<file path="config.mk">
export PLATFORM = sky130hd
export DESIGN_NAME = wall_follower_main
export DESIGN_NICKNAME = d
export VERILOG_FILES = /design/src/rtl/wall_follower_pkg.sv /design/src/rtl/wall_follower_tick_gen.sv /design/src/rtl/wall_follower_main.sv
export SDC_FILE = /design/constraint.sdc
export NUM_CORES = 1
export LEC_CHECK = 0
export ABC_AREA = 0
export CAP_MARGIN = 20
export CORE_AREA = 4 4 41 43
export DETAILED_ROUTE_END_ITERATION = 8
export DIE_AREA = 0 0 45 47
export DONT_BUFFER_PORTS = 1
export HOLD_SLACK_MARGIN = 0.15
export PLACE_DENSITY = 0.45
export SETUP_SLACK_MARGIN = 0.05
export SYNTH_ARGS = -nofsm -noshare
export SYNTH_HDL_FRONTEND = slang
export SYNTH_SLANG_ARGS = --single-unit
</file>
<file path="constraint.sdc">
create_clock -name initial_Clock -period 1.3 [get_ports initial_Clock]
set_input_delay 0.26 -clock initial_Clock [delete_from_list [all_inputs] [get_ports initial_Clock]]
set_output_delay 0.26 -clock initial_Clock [all_outputs]
set_load 0.1 [all_outputs]
</file>
<file path="src/rtl/wall_follower_pkg.sv">
// Shared types for the wall-following controller: FSM states and motion commands.
package wall_follower_pkg;

    // FSM state, 2-bit encoding; 2'b11 is unused and recovers to SEARCH
    typedef enum logic [1:0] {
        ST_SEARCH = 2'd0,
        ST_FOLLOW = 2'd1,
        ST_ROTATE = 2'd2
    } state_e;

    // Motion command pair driven to the motor stage
    typedef struct packed {
        logic front;
        logic rotate;
    } motion_t;

    localparam motion_t MOT_IDLE   = '{front: 1'b0, rotate: 1'b0};
    localparam motion_t MOT_SEARCH = '{front: 1'b1, rotate: 1'b0};
    localparam motion_t MOT_FOLLOW = '{front: 1'b1, rotate: 1'b0};
    localparam motion_t MOT_ROTATE = '{front: 1'b0, rotate: 1'b1};

    // Moore output decode; unknown encodings drive the SEARCH command
    function automatic motion_t state_motion(input state_e st);
        motion_t m;
        case (st)
            ST_SEARCH: m = MOT_SEARCH;
            ST_FOLLOW: m = MOT_FOLLOW;
            ST_ROTATE: m = MOT_ROTATE;
            default:   m = MOT_SEARCH;
        endcase
        return m;
    endfunction

endpackage

</file>
<file path="src/rtl/wall_follower_tick_gen.sv">
// Decision-tick generator: one-cycle pulse every Clock_frequency clocks.
module tick_gen #(
    parameter int unsigned Clock_frequency = 6
) (
    input  logic initial_Clock,
    input  logic Reset,
    output logic tick
);

    localparam int unsigned CNT_W = (Clock_frequency > 1) ? $clog2(Clock_frequency) : 1;
    localparam logic [CNT_W-1:0] CNT_LAST = CNT_W'(Clock_frequency - 1);

    logic [CNT_W-1:0] r_cnt;
    logic             w_last;

    assign w_last = (r_cnt == CNT_LAST);
    assign tick   = w_last;

    // Free-running modulo counter, restarts from 0 on reset
    always_ff @(posedge initial_Clock or posedge Reset) begin
        if (Reset) begin
            r_cnt <= '0;
        end else if (w_last) begin
            r_cnt <= '0;
        end else begin
            r_cnt <= r_cnt + CNT_W'(1);
        end
    end

endmodule

</file>
<file path="src/rtl/wall_follower_main.sv">
// Left-hand wall-following controller: sensor sync, tick-paced Moore FSM, registered motion outputs.
module wall_follower_main
    import wall_follower_pkg::*;
#(
    parameter int unsigned Clock_frequency = 6
) (
    input  logic initial_Clock,
    input  logic Reset,
    input  logic Head,
    input  logic Left,
    output logic Front,
    output logic Rotate
);

    logic    w_tick;
    logic    r_head_s1;
    logic    r_head_s2;
    logic    r_left_s1;
    logic    r_left_s2;
    state_e  r_state;
    state_e  w_state_nxt;
    motion_t w_motion_nxt;
    motion_t r_motion;

    tick_gen #(
        .Clock_frequency(Clock_frequency)
    ) u_tick_gen (
        .initial_Clock(initial_Clock),
        .Reset        (Reset),
        .tick         (w_tick)
    );

    // Two-flop synchronisers for the asynchronous sensor inputs
    always_ff @(posedge initial_Clock or posedge Reset) begin
        if (Reset) begin
            r_head_s1 <= 1'b0;
            r_head_s2 <= 1'b0;
            r_left_s1 <= 1'b0;
            r_left_s2 <= 1'b0;
        end else begin
            r_head_s1 <= Head;
            r_head_s2 <= r_head_s1;
            r_left_s1 <= Left;
            r_left_s2 <= r_left_s1;
        end
    end

    // State register, advances only on the decision tick
    always_ff @(posedge initial_Clock or posedge Reset) begin
        if (Reset) begin
            r_state <= ST_SEARCH;
        end else if (w_tick) begin
            r_state <= w_state_nxt;
        end
    end

    // Next-state logic; an obstacle ahead overrides the left wall in every state
    always_comb begin
        w_state_nxt = ST_SEARCH;
        case (r_state)
            ST_SEARCH, ST_FOLLOW, ST_ROTATE: begin
                if (r_head_s2) begin
                    w_state_nxt = ST_ROTATE;
                end else if (r_left_s2) begin
                    w_state_nxt = ST_FOLLOW;
                end else begin
                    w_state_nxt = ST_SEARCH;
                end
            end
            default: w_state_nxt = ST_SEARCH;
        endcase
    end

    // Output decode of the next state, so the command lands on the same tick edge
    always_comb begin
        w_motion_nxt = MOT_IDLE;
        w_motion_nxt = state_motion(w_state_nxt);
    end

    // Motion command register; idle from reset until the first tick
    always_ff @(posedge initial_Clock or posedge Reset) begin
        if (Reset) begin
            r_motion <= MOT_IDLE;
        end else if (w_tick) begin
            r_motion <= w_motion_nxt;
        end
    end

    assign Front  = r_motion.front;
    assign Rotate = r_motion.rotate;

endmodule

</file>
# ---- Word level (Yosys, flattened, before mapping)
# Cells that the tools add are included.
# Widths: inputs -> output; s select.
dict set report totals {
  ramBits 0
  latchBits 0
  out_inout_bits 2
  memories 0
  romBits 0
  register_bits 11
  word_cells 20
  in_bits 4
}
dict set report classes {
  mux 5
  n_addsub 1
  shift 0
  n_lt_le_gt_ge 0
  n_eq_ne 4
  multipliers 0
  n_reduce_logical 2
  bitwise_logic 0
  div_mod_pow 0
}
# op count
set ops {}
lappend ops {{$mux 2} 3}
lappend ops {{$eq 2x2->1 const B} 2}
lappend ops {{$add 3x1->3 const B} 1}
lappend ops {{$eq 3x3->1 const B} 1}
lappend ops {{$mux 3} 1}
lappend ops {{$reduce_or 3->1} 1}
lappend ops {{$eq 2x1->1 const B} 1}
lappend ops {{$logic_not 2->1} 1}
lappend ops {{$mux 1} 1}

# ---- Longest topological paths before layout
dict set report logic_depth {
  depth_word 5
  ltp_mapped 3
  ltp_nobuf 3
}

# ---- Modules after synthesis
# A second synthesis with hierarchy kept.
dict set report hier_totals {
  cells_unflattened 31
  hier_area_um2 392.9
}
# mod instances area_each_um2 seq_area_each_um2 cells_each
set modules_own_cells {}
lappend modules_own_cells {wall_follower_main 1 267.8 200.2 19}
lappend modules_own_cells {tick_gen 1 125.1 75.1 12}

# ---- Worst setup path after synthesis
# No wires, ideal clock.
dict set report synth_timing {
  path_type {reg-to-reg}
  start {register, netlist name Front}
  end {register r_motion, in the netlist Front}
  arrival_ns 1.117
  stages_incl_launch_ff 2
  n_path_buf 0
  setup_slack_ns 0.116
  synth_period_minus_slack_ns 1.184
  t_required_ns 1.233
  setup_time_ns 0.067
  cell_sequence {dfrtp_1 > o21a_1}
}
# item line
set synth_lines {}
lappend synth_lines {{end signal, assigned} wall_follower_main.sv:85} ;# r_motion <= w_motion_nxt;
lappend synth_lines {{end, declared} wall_follower_main.sv:23} ;# motion_t r_motion;

# ---- Worst setup path in the final report
dict set report layout_timing {
  start {register r_motion, in the netlist Rotate}
  end {output Rotate}
}
# item line
set layout_lines {}
lappend layout_lines {{end, declared} wall_follower_main.sv:12} ;# output logic Rotate
# No word-level cell between the ends.

==> metrics <==
antenna viol nets, final 0; Root Buffer clkbuf_4; top-count cell post-synth dfrtp_1; asr flop ratio synth 100%; number of H-tree levels 1; worst r2r path cells 3; startpoint types register; Post-synth top cells 11 x dfrtp_1, 8 x nand2_1, 2 x inv_1; Gate Count Post-Synth 29; area of the multi-input gates 95.1 sq um; Final Critical Period 1.16 ns; I/O pins 6; Post-synth top flop dfrtp_1; full die area 2120 sq um; nets 43; CP Class reg -> out; Yosys reg bits 11; outcome complete, no violations; global router's overall resource usage 7.45%; Tot Pwr 0.000643 W; # port buffers 0; Post-Syn Area 378 sq um; Fin Hold WS 0.351 ns; initial antenna violation count 0; Critical path buffers and inverters 1; WL/cell 10.0 um; dpl hpwl 417 um; Max Cap Viol 0; setup TNS 0 ns; Post-route DRC 0; Post-synth EDFFs 0; maximum root-to-sink buffer count 2; most area-hungry cell type in the Yosys netlist dfrtp_1; # Post-CTS Setup Buffers 0; max incr delay on CP 0.35 ns; register area share after synthesis 72.8%; area grow syn2layout 24.2%; Syn Nets 33; CTS buffer count 3; number of fill cells in the layout 138; YS warnings 0; Min-Delay Path Class reg -> reg; WP depth 1; worst slew pin tran 0.419 ns; n_diodes 0; Critical Path AT 0.90 ns; DR iter-0 viols 1; CORE AREA 1300 sq um; layout cells sized above 1 18.4%; first-pass GRT wire length 1040 um; CTS tree done; row count 13; crit-path leading delay family flip-flops; Sink Count 11; Initial Util 29.0%; synth top area cells dfrtp_1 73%, nand2_1 7.9%, mux2i_1 2.6%; Critical Path RT 1.04 ns; grt total ovfl 0; DR vias/cell 4.40; CP Cell Sequence buf_4; Die H 47 um; vias in the first global route 247; crit path max fanout 2; peak supply drop 0.663 mV; leakage power 0.232 nW; library cells used by synthesis 11; gp weighted congestion 0.603; final hold violation count 0; FMAX 859 MHz; fin util 36.1%; clock skew 0.00179 ns; Die W 45 um; crit path capture type output pin; Hold Path Cell Cnt 0; worst rel slew slack 72.0%; final setup vio count 0; drt pass-1 iters 2; Clk pin slew, worst setup/hold paths 0.07 ns; Final Max Tran Viols 0; Final Cycle Share 89.5%; via count 233; RSZ-0062 raised after global routing no; slowest cell on the critical path dfrtp_1; Synth Area per Inst 13.0 sq um; pin count of the biggest net entering global routing 12; Detailed Route WL 530 um; clk_lat worst skew 0.26 ns; power per cell area 1370 nW/um^2; FF+latch area 275 sq um; post-synth top area share 72.8%
-- final cells by class --
type	count	share of cell area, %
Timing Repair Buffer	5	9.60
Multi-Input combinational cell	16	20.3
Clock inverter	1	1.07
Tap cell	15	4.00
Inverter	2	1.60
Sequential cell	11	58.7
Clock buffer	3	4.80
-- per-stage QoR --
| stage | setup slack [ns] | instances | area (sq um) |
|---|---|---|---|
| global route | 0.0843 | 53 | 469 |
| detailed placement | 0.300 | 46 | 412 |
| CTS | 0.112 | 53 | 469 |
| floorplan | 0.116 | 29 | 378 |
| global placement | 0.312 | 46 | 412 |
| finish | 0.136 | 53 | 469 |
-- layer usage --
| layer | vias up | wire (um) | GRT usage, % |
|---|---|---|---|
| met5 | - | 0 | 0 |
| met3 | 2 | 37 | 2.68 |
| met4 | 0 | 4 | 8.77 |
| li1 | 113 | - | - |
| met2 | 6 | 265 | 9.89 |
| met1 | 112 | 222 | 8.53 |
-- layout by cell type, fill, tap and decap left out, drive strengths merged --
cell and instances:
dfrtp 11, nand2 8, clkbuf 3, dlygate4sd3 3
inv 2, buf 2, and3b 1, nand3 1
o21a 1, nand3b 1, mux2i 1, nor3 1
a21o 1, nand4b 1, clkinv 1
-- power by group --
part / leakage (nW) / internal, W / switching [W]
clock: 0.0177 / 0.000114 / 0.000107
sequential: 0.133 / 0.000356 / 0.00000544
combinational: 0.0814 / 0.0000156 / 0.0000446
total: 0.232 / 0.000485 / 0.000157
-- registers in the layout, indices dropped and copies added (netlist names) --
signal,cells
u_tick_gen.r_cnt,3
r_state,2
Front,1
Rotate,1
r_head_s1,1
r_head_s2,1
r_left_s1,1
r_left_s2,1
-- kinds of logic (layout without fill, tap and decap cells) --
group / count (synthesis) / count (layout) / share of synthesized area, %
AOI/OAI and AO/OA: 2 / 2 / 3.97
buffers and inverters: 2 / 11 / 1.99
DFF: 11 / 11 / 72.8
muxes: 1 / 1 / 2.65
and+or+nand+nor: 13 / 13 / 18.5
-- final timing paths --
| path | startpoint | end | slack [ns] |
|---|---|---|---|
| min in group asynchronous | Reset | r_head_s2 | 0.43 |
| max in group asynchronous | Reset | u_tick_gen.r_cnt[2] | 0.58 |
| max reg2reg | u_tick_gen.r_cnt[1] | Front | 0.29 |
| min | r_left_s1 | r_left_s2 | 0.35 |
| min reg2reg | r_left_s1 | r_left_s2 | 0.35 |
| max | Rotate | Rotate | 0.14 |
-- timing repair --
action / 4_1_cts / 5_1_grt
hold endpoints to repair: 13 / 0
gates resized for setup: 0 / 0
hold buffers: 3 / 0
Note: power is estimated with default switching activity, not from simulation.
